**src/rtl/clk_switch_pkg.sv**
```systemverilog
// Shared types and constants for the clock-switch controller.
package clk_switch_pkg;

    typedef enum logic [1:0] {
        IDLE     = 2'd0,
        OFF_WAIT = 2'd1,
        SW_WAIT  = 2'd2,
        DONE     = 2'd3
    } clk_sw_state_t;

    localparam logic SEL_PLL = 1'b0;
    localparam logic SEL_OSC = 1'b1;

    localparam int CNT_W = 8;

endpackage

```
**src/rtl/clk_sw_dly_cnt.sv**
```systemverilog
// Loadable down-counter with a zero flag. It is shared by the gate-off wait and
// the post-flip wait. A load takes priority over a decrement. The counter stops
// at zero rather than wrapping.
module clk_sw_dly_cnt
    import clk_switch_pkg::*;
(
    input  logic             i_clk,
    input  logic             i_rst_n,
    input  logic             i_load,
    input  logic [CNT_W-1:0] i_load_val,
    input  logic             i_dec,
    output logic             o_zero
);

    logic [CNT_W-1:0] r_cnt;

    // Count register: synchronous clear, load, or decrement toward zero.
    always_ff @(posedge i_clk) begin
        if (!i_rst_n) begin
            r_cnt <= '0;
        end else if (i_load) begin
            r_cnt <= i_load_val;
        end else if (i_dec && (r_cnt != '0)) begin
            r_cnt <= r_cnt - 1'b1;
        end
    end

    assign o_zero = (r_cnt == '0);

endmodule

```
**src/rtl/clk_switch_ctrl.sv**
```systemverilog
// Glitch-safe clock-switch sequencer. On a switch request it gates the system
// clock off, waits GATE_CYC cycles, flips the mux, waits SW_CYC cycles, and
// then re-enables the system clock.
//
// Optional feature macro: CLK_SW_AUTO_GATE_EN. When it is defined, the branch
// gate of the source that was switched away from is turned off at the end of
// the sequence.
//
// Handshake: a request is accepted on a rising edge where req_valid && req_ready.
// req_ready is high only in IDLE. req_valid is ignored while busy, and requests
// are never queued. done pulses for one cycle when a request completes.
module clk_switch_ctrl
    import clk_switch_pkg::*;
#(
    parameter int GATE_CYC = 4,
    parameter int SW_CYC   = 8
) (
    input  logic       osc_clk,
    input  logic       func_rst_n,
    input  logic       req_valid,
    input  logic       req_sel,
    output logic       req_ready,
    output logic       done,
    output logic       busy,
    output logic       clkmux_sel,
    output logic       pll_cg_en,
    output logic       osc_cg_en,
    output logic       sys_cg_en,
    output logic [1:0] dbg_state
);

    if ((GATE_CYC < 1) || (GATE_CYC > 255)) begin : g_gate_chk
        $error("clk_switch_ctrl: GATE_CYC must be in 1..255");
    end
    if ((SW_CYC < 1) || (SW_CYC > 255)) begin : g_sw_chk
        $error("clk_switch_ctrl: SW_CYC must be in 1..255");
    end

    localparam logic [CNT_W-1:0] GATE_LD = CNT_W'(GATE_CYC - 1);
    localparam logic [CNT_W-1:0] SW_LD   = CNT_W'(SW_CYC - 1);

    clk_sw_state_t    r_state, w_nxt_state;
    logic             r_tgt_sel, w_nxt_tgt_sel;
    logic             r_clkmux_sel, w_nxt_clkmux_sel;
    logic             r_sys_cg_en, w_nxt_sys_cg_en;
    logic             w_cnt_load;
    logic [CNT_W-1:0] w_cnt_val;
    logic             w_cnt_dec;
    logic             w_cnt_zero;
`ifdef CLK_SW_AUTO_GATE_EN
    logic             r_pll_cg_en, w_nxt_pll_cg_en;
    logic             r_osc_cg_en, w_nxt_osc_cg_en;
`endif

    clk_sw_dly_cnt u_dly_cnt (
        .i_clk      (osc_clk),
        .i_rst_n    (func_rst_n),
        .i_load     (w_cnt_load),
        .i_load_val (w_cnt_val),
        .i_dec      (w_cnt_dec),
        .o_zero     (w_cnt_zero)
    );

    // State and output registers. Reset restores the safe clock configuration
    // even when it arrives in the middle of a sequence.
    always_ff @(posedge osc_clk) begin
        if (!func_rst_n) begin
            r_state      <= IDLE;
            r_tgt_sel    <= SEL_PLL;
            r_clkmux_sel <= SEL_PLL;
            r_sys_cg_en  <= 1'b1;
`ifdef CLK_SW_AUTO_GATE_EN
            r_pll_cg_en  <= 1'b1;
            r_osc_cg_en  <= 1'b1;
`endif
        end else begin
            r_state      <= w_nxt_state;
            r_tgt_sel    <= w_nxt_tgt_sel;
            r_clkmux_sel <= w_nxt_clkmux_sel;
            r_sys_cg_en  <= w_nxt_sys_cg_en;
`ifdef CLK_SW_AUTO_GATE_EN
            r_pll_cg_en  <= w_nxt_pll_cg_en;
            r_osc_cg_en  <= w_nxt_osc_cg_en;
`endif
        end
    end

    // Next-state logic, next-output logic, and delay-counter control.
    always_comb begin
        w_nxt_state      = r_state;
        w_nxt_tgt_sel    = r_tgt_sel;
        w_nxt_clkmux_sel = r_clkmux_sel;
        w_nxt_sys_cg_en  = r_sys_cg_en;
        w_cnt_load       = 1'b0;
        w_cnt_val        = GATE_LD;
        w_cnt_dec        = 1'b0;
`ifdef CLK_SW_AUTO_GATE_EN
        w_nxt_pll_cg_en  = r_pll_cg_en;
        w_nxt_osc_cg_en  = r_osc_cg_en;
`endif
        case (r_state)
            IDLE: begin
                if (req_valid) begin
                    w_nxt_tgt_sel = req_sel;
                    if (req_sel == r_clkmux_sel) begin
                        w_nxt_state = DONE;
                    end else begin
                        w_nxt_state     = OFF_WAIT;
                        w_nxt_sys_cg_en = 1'b0;
                        w_cnt_load      = 1'b1;
                        w_cnt_val       = GATE_LD;
`ifdef CLK_SW_AUTO_GATE_EN
                        if (req_sel == SEL_OSC) begin
                            w_nxt_osc_cg_en = 1'b1;
                        end else begin
                            w_nxt_pll_cg_en = 1'b1;
                        end
`endif
                    end
                end
            end
            OFF_WAIT: begin
                if (w_cnt_zero) begin
                    w_nxt_clkmux_sel = r_tgt_sel;
                    w_cnt_load       = 1'b1;
                    w_cnt_val        = SW_LD;
                    w_nxt_state      = SW_WAIT;
                end else begin
                    w_cnt_dec = 1'b1;
                end
            end
            SW_WAIT: begin
                if (w_cnt_zero) begin
                    w_nxt_sys_cg_en = 1'b1;
                    w_nxt_state     = DONE;
`ifdef CLK_SW_AUTO_GATE_EN
                    if (r_tgt_sel == SEL_OSC) begin
                        w_nxt_pll_cg_en = 1'b0;
                    end else begin
                        w_nxt_osc_cg_en = 1'b0;
                    end
`endif
                end else begin
                    w_cnt_dec = 1'b1;
                end
            end
            DONE: begin
                w_nxt_state = IDLE;
            end
            default: begin
                w_nxt_state = IDLE;
            end
        endcase
    end

    assign req_ready  = (r_state == IDLE);
    assign busy       = (r_state != IDLE);
    assign done       = (r_state == DONE);
    assign clkmux_sel = r_clkmux_sel;
    assign sys_cg_en  = r_sys_cg_en;
    assign dbg_state  = r_state;
`ifdef CLK_SW_AUTO_GATE_EN
    assign pll_cg_en  = r_pll_cg_en;
    assign osc_cg_en  = r_osc_cg_en;
`else
    assign pll_cg_en  = 1'b1;
    assign osc_cg_en  = 1'b1;
`endif

endmodule

```
**config.mk**
```make
export PLATFORM = sky130hd
export DESIGN_NAME = clk_switch_ctrl
export DESIGN_NICKNAME = d
export VERILOG_FILES = /design/src/rtl/clk_switch_pkg.sv /design/src/rtl/clk_sw_dly_cnt.sv /design/src/rtl/clk_switch_ctrl.sv
export SDC_FILE = /design/constraint.sdc
export NUM_CORES = 1
export LEC_CHECK = 0
export BUFFER_PORTS_ARGS = -buffer_cell sky130_fd_sc_hd__buf_4
export CAP_MARGIN = 20
export CORE_MARGIN = 1
export CORE_UTILIZATION = 49
export DETAILED_ROUTE_END_ITERATION = 10
export GPL_TIMING_DRIVEN = 1
export PLACE_DENSITY = 0.72
export SLEW_MARGIN = 20
export SYNTH_ARGS = -nofsm -noshare
export SYNTH_HDL_FRONTEND = slang
export SYNTH_SLANG_ARGS = --single-unit
```
**constraint.sdc**
```tcl
create_clock -name osc_clk -period 2.2 [get_ports osc_clk]
set_input_delay 0 -clock osc_clk [delete_from_list [all_inputs] [get_ports osc_clk]]
set_output_delay 0 -clock osc_clk [all_outputs]
set_load 0.02 [all_outputs]
```
==> results of run 1 <==
==> worst register-to-register path, stage by stage, from the launching register on <==
cell,delay (ps)
dfxtp_1,400
inv_1,100
ha_1,350
nand2_1,110
or4b_2,650
mux2i_1,160
nor2_1,50
==> final cells by class <==
class	count	area, um^2
inverter	7	26.28
fill	127	478.0
tap	15	18.77
sequential	13	260.3
clock buffer	4	26.28
multi-input combinational	66	461.7
timing repair buffer	12	95.09
==> registers in the layout, summed over array words and instances (netlist names) <==
signal,flops
sys_cg_en,1
dbg_state,2
r_tgt_sel,1
u_dly_cnt.r_cnt,8
clkmux_sel,1
==> power groups by stage <==
stage / logic (uW) / clock network (uW) / registers (uW)
3_5_place_dp: 899 / 0 / 404
5_1_grt: 1000 / 170 / 411
6_report: 904 / 149 / 398
4_1_cts: 906 / 155 / 400
2_1_floorplan: 705 / 0 / 410
3_3_place_gp: 889 / 0 / 402
==> through the flow <==
stage               total power [uW]  setup slack (ps)    util  instances  instance area [um^2]
floorplan                       1115             233.8       -         88                 763.2
global placement                1291             316.4  0.6163        111                 842.1
detailed placement              1303             271.4  0.6163        111                 842.1
CTS                             1461             257.6  0.6502        117                 888.4
global route                    1583             131.3  0.6502        117                 888.4
finish                          1450             271.2  0.6502        117                 888.4
==> path summary, 6_finish.rpt <==
| kind | start | to | cells after the start |
|---|---|---|---|
| setup / recovery | dbg_state[1] | u_dly_cnt.r_cnt[6] | 6 |
| hold / removal | req_valid | r_tgt_sel | 3 |
| setup reg to reg | dbg_state[1] | u_dly_cnt.r_cnt[6] | 6 |
| hold reg to reg | r_tgt_sel | r_tgt_sel | 2 |
==> routing by layer <==
| metal | global-route usage | vias up | routed length [um] |
|---|---|---|---|
| met5 | 0 | - | 0 |
| met4 | 0.1210 | 0 | 28 |
| met3 | 0.06383 | 4 | 66 |
| met2 | 0.3125 | 14 | 631 |
| met1 | 0.2361 | 285 | 661 |
| li1 | - | 329 | - |
==> cells by family after synthesis <==
family / after synthesis / share of synthesized area
AOI/OAI and AO/OA: 17 / 0.1532
xor gates and xnor gates: 6 / 0.06921
adders and majority gates: 6 / 0.09884
buffers and inverters: 9 / 0.05437
DFF: 13 / 0.3427
muxes: 4 / 0.05601
other: 1 / 0.004938
and+or+nand+nor: 31 / 0.2208
==> cells in the mapped netlist <==
| library cell | n |
|---|---|
| mux2_2 | 2 |
| o21ai_2 | 1 |
| or4_4 | 1 |
| or2_2 | 1 |
| a21oi_1 | 5 |
| o22ai_2 | 1 |
| ha_1 | 6 |
| or4b_2 | 1 |
| nand2_1 | 6 |
| xor2_1 | 3 |
| and2_1 | 2 |
| o211ai_1 | 1 |
| nor4b_1 | 1 |
| a221oi_2 | 1 |
| nor3b_1 | 1 |
| a2111oi_0 | 1 |
| nor2_1 | 10 |
| a211oi_1 | 1 |
| or3b_2 | 1 |
| buf_4 | 2 |
| nor4_1 | 1 |
| a31oi_1 | 1 |
| conb_1 | 1 |
| xnor2_1 | 3 |
| inv_1 | 7 |
| nand3_1 | 5 |
| nor2_4 | 1 |
| o21ai_0 | 5 |
| dfxtp_1 | 13 |
| mux2i_1 | 2 |
==> repair_timing <==
item / CTS / global route
endpoints found under the setup margin: 0 / 0
hold buffers: 2 / 0
endpoints found under the hold margin: 2 / 0
==> metrics.cfg, run 1 <==
[timing]
period_needed_ps = 1929
holdWs_ps = 25.30
finalSetupViolations = 0
fin_crit_sh = 0.8767
worst_slew_pin_slew_ps = 541.1
relSlewSlack = 0.6359
totalNegativeSetupSlack_ps = 0
hold_viol_final = 0
fin_skew_ps = 1.085
rsz0062_at_grt = no
fmax_ghz = 0.5185
drv_slew = 0

[power_and_ir_drop]
vdd_drop_max_mv = 0.8207
internal_power_uw = 794.3
netSwitchingFraction = 0.4523
p_per_area_nw_per_um2 = 1633
switchingPower_uw = 656.0
pwr-share-comb = 0.623
p_clk_frac = 0.103
cellLeakagePower_uw = 0.0003803
seq_power_share = 0.274

[die]
start_util = 0.5559
die_width_um = 41.37
ios = 13
placementRows = 13
die_h_um = 41.37
coreArea_um2 = 1366
dieArea_um2 = 1711

[final_layout]
n_antenna_cell = 0
nets = 113
mostFrequentLayoutCell = dfxtp_1
area_delta_synth_final_pct = 16.97
drive_above_1_share = 0.2255
layout_common_cells = dfxtp_1, nor2_1, buf_4

[detailed_routing]
drtAntennaViolNets = 0
first_pass_iters = 3
drt_iter0_drc = 2
drc_errors = 0
avgRoutedWirePerCell_um = 11.86
avgViaCountPerCell = 5.402
drt_wl_total_um = 1388
vias = 632

[clocking]
cts_resized = 0
clk_latency_ps = 280
post-cts-setup-buffers = 0
tritoncts = yes
clock-sinks = 13
cts_buffers = 3
cts_htree_levels = 1
path_clk_slew_ps = 80
cts-root-buf = clkbuf_4
clockBufferDepth = 2

[placed_design]
gp_congestion = 0.7777
dp_hpwl_um = 1062
io_buffers = 10

[critical_path]
endpoint_kind = register
path_class = register to register
cp_top_family = simple AND/OR/NAND/NOR gates
regToRegSetupSlack_ps = 270
critical-path-slowest-cell = or4b_2
critical_path.max_fanout = 5
critPathBufInv = 1
critPathArrivalTime_ps = 2100
crit_required_ps = 2370
path_cells = inv_1 -> ha_1 -> nand2_1 -> or4b_2 -> mux2i_1 -> nor2_1
max_stage_delay_ps = 650
start_kind = register

[synth]
synth-seq-area-share = 0.3427
syn_avg_cell_area_um2 = 8.730
synth_area_um2 = 759.5
ys_seq_elements = 13
yosysUniqueCellTypes = 30
syn_inst = 87
yosys-top-cells-area = dfxtp_1, ha_1, nor2_1
netlist.area_leader.share = 0.3427
synth.largest_area_cell = dfxtp_1
yosys_warnings = 0

[global_routing]
antenna_found_initial = 0
grt_pass1_wl_um = 2118
grt_pass1_vias = 519
gr-total-overflow = 0
grt_max_degree = 8
track_usage = 0.1996

[run_status]
status = completed

[job]
cap_violations = 0

[hold_path]
hold_class = input port to register

Note: power is estimated with default switching activity, not from simulation.
==> inputs of run 2 (changes only) <==
--- a/config.mk
+++ b/config.mk
@@ -5,13 +5,14 @@
 export SDC_FILE = /design/constraint.sdc
 export NUM_CORES = 1
 export LEC_CHECK = 0
+export ABC_AREA = 1
 export BUFFER_PORTS_ARGS = -buffer_cell sky130_fd_sc_hd__buf_4
 export CAP_MARGIN = 20
 export CORE_MARGIN = 1
-export CORE_UTILIZATION = 49
+export CORE_UTILIZATION = 35
 export DETAILED_ROUTE_END_ITERATION = 10
 export GPL_TIMING_DRIVEN = 1
-export PLACE_DENSITY = 0.72
+export PLACE_DENSITY = 0.54
 export SLEW_MARGIN = 20
 export SYNTH_ARGS = -nofsm -noshare
 export SYNTH_HDL_FRONTEND = slang
==> run 2 against run 1 <==
Combinational power is 36% higher. Flip-flop and latch count stayed put. Synthesized cell count is 49% higher. Register-to-register slack better by 310 ps. Total power is 25% higher. Setup slack better by 310 ps. Count of clock-buffer cells in the layout stayed put. Sequential power is 6.0% higher. Critical path depth is 2 higher. Worst hold slack better by 56 ps. Via count is 25% higher. Global-route usage is 4.4 points lower. Critical path type unchanged. Critical endpoint is now u_dly_cnt.r_cnt[7]. Largest power group unchanged.
==> metrics.cfg, run 2 <==
[power_and_ir_drop]
cellLeakagePower_uw = 0.0005031
p_per_area_nw_per_um2 = 1763
p_clk_frac = 0.086
vdd_drop_max_mv = 0.7034
seq_power_share = 0.233
internal_power_uw = 856.2
netSwitchingFraction = 0.5273
p_total_uw = 1812
pwr-share-comb = 0.681
switchingPower_uw = 955.3

[clocking]
tritoncts = yes
clockBufferDepth = 2
clk_latency_ps = 280
path_clk_slew_ps = 90
post-cts-setup-buffers = 0
cts-root-buf = clkbuf_4
cts_resized = 0
cts_htree_levels = 1
cts_buffers = 3
clock-sinks = 13
ctsHoldBuffers = 2

[timing]
fin_crit_sh = 0.7347
finalSetupViolations = 0
drv_slew = 0
holdWs_ps = 80.81
totalNegativeSetupSlack_ps = 0
hold_viol_final = 0
fmax_ghz = 0.6186
fin_skew_ps = 2.431
period_needed_ps = 1616
rsz0062_at_grt = no

[final_layout]
largest_register_ffs = 8
nets = 155
n_fill_cell = 245
layout_common_cells = nand2_1, inv_1, nor2_1
finalInstanceArea_um2 = 1027
mostFrequentLayoutCell = nand2_1
fin_cells = 172
regMostFlops = u_dly_cnt.r_cnt
drive_above_1_share = 0.2292
n_antenna_cell = 0
area_delta_synth_final_pct = 14.99

[global_routing]
grt_pass1_wl_um = 3036
antenna_found_initial = 0
grt_pass1_vias = 764
grt_max_degree = 12
track_usage = 0.1553
gr-total-overflow = 0

[placed_design]
dp_hpwl_um = 1373
place_area_um2 = 980.9
gp_congestion = 0.8459
dp_cells = 166
io_buffers = 10

[synth]
netlist.area_leader.share = 0.2913
synth_xor_area_frac = 0.01961
synthMuxAreaShare = 0
synth_most_common_cell = nand2_1
syn_avg_cell_area_um2 = 6.872
async_flop_share = 0
yosys-top-cells-area = dfxtp_1, nand2_1, inv_1
ys_seq_elements = 13
synth_top_family_by_area = simple AND/OR/NAND/NOR gates
synth-compound-area-share = 0.1036
synth_area_um2 = 893.4
synth_edf_count = 0
ys_top_cells_by_count = nand2_1, inv_1, nor2_1
yosysUniqueCellTypes = 25
syn_inst = 130
synth.largest_area_cell = dfxtp_1
synthFlopType = dfxtp_1
synth-simple-area-share = 0.3711
synth-adder-area-share = 0.08403
synth-seq-area-share = 0.2913
yosys_warnings = 0

[hold_path]
min_to = r_tgt_sel
hold_depth = 4
hold_class = input port to register
min_from = req_valid

[detailed_routing]
drt_iter0_drc = 7
drtAntennaViolNets = 0
drc_errors = 0
first_pass_iters = 4
avgRoutedWirePerCell_um = 10.04
drt_wl_total_um = 1727
vias = 790
avgViaCountPerCell = 4.593

[critical_path]
path_class = register to register
max_stage_delay_ps = 420
crit_top_cell = nand2_1
endpoint_kind = register
reg2regPathDepth = 8
path_cells = inv_1 -> ha_1 -> inv_1 -> nor2_2 -> nand2_1 -> nand2_1 -> nand2_1 -> nor2_1
critical_path.max_fanout = 11
r2r_end = u_dly_cnt.r_cnt[7]
regToRegSetupSlack_ps = 580
start_kind = register
critPathArrivalTime_ps = 1840
crit_required_ps = 2420
critical-path-slowest-cell = dfxtp_1
r2r-start = dbg_state[0]

[die]
die_width_um = 52.52
start_util = 0.3853
coreArea_um2 = 2318
die_h_um = 52.52
dieArea_um2 = 2758
ios = 13
placementRows = 17

[run_status]
status = completed

[job]
cap_violations = 0

run 2: worst max-delay path by stage:
stage	startpoint	to	slack, ps
after floorplan	dbg_state[1]	dbg_state[1]	520
after global placement	dbg_state[0]	u_dly_cnt.r_cnt[2]	610
after detailed placement	dbg_state[0]	u_dly_cnt.r_cnt[3]	580
after CTS	dbg_state[0]	u_dly_cnt.r_cnt[7]	560
after global routing	dbg_state[0]	u_dly_cnt.r_cnt[2]	390
final	dbg_state[0]	u_dly_cnt.r_cnt[7]	580
run 2: cells by family after synthesis:
family          Yosys count
fa+ha+maj                 6
buf+inv                  26
xor+xnor                  2
simple gates             68
other cells               1
compound gates           14
flops                    13
run 2: worst max-delay path, delay by kind of cell, from the launching register on:
family	cells	cell delay, ps
buffers and inverters	2	150
and+or+nand+nor	5	670
DFF	1	420
adders and majority gates	1	310
run 2: area by class of cell:
type / count / area (um^2) / area share
Tap cell: 28 / 35.03 / 0.03410
Sequential cell: 13 / 260.3 / 0.2533
Multi-Input combinational cell: 92 / 524.3 / 0.5104
Timing Repair Buffer: 12 / 95.09 / 0.09257
Clock buffer: 4 / 26.28 / 0.02558
Inverter: 23 / 86.33 / 0.08404
run 2: power by group through the flow:
stage          registers [uW]  clock network, uW  logic [uW]
3_5_place_dp              428                  0        1240
4_1_cts                   423                165        1250
6_report                  422                156        1230
3_3_place_gp              424                  0        1220
2_1_floorplan             448                  0         983
5_1_grt                   440                174        1400
run 2: routing by layer:
metal	share of wire	track usage	wire length [um]
met1	0.51	0.1941	889
met2	0.43	0.2342	737
met3	0.031	0.03478	53
met4	0.027	0.1053	46
met5	0	0	0
run 2: per-stage QoR:
stage                     worst slack, ps    util
after floorplan                     522.2       -
after global routing                385.8  0.4431
after CTS                           558.7  0.4431
after detailed placement            578.2  0.4231
final                               583.6  0.4431
after global placement              609.1  0.4231
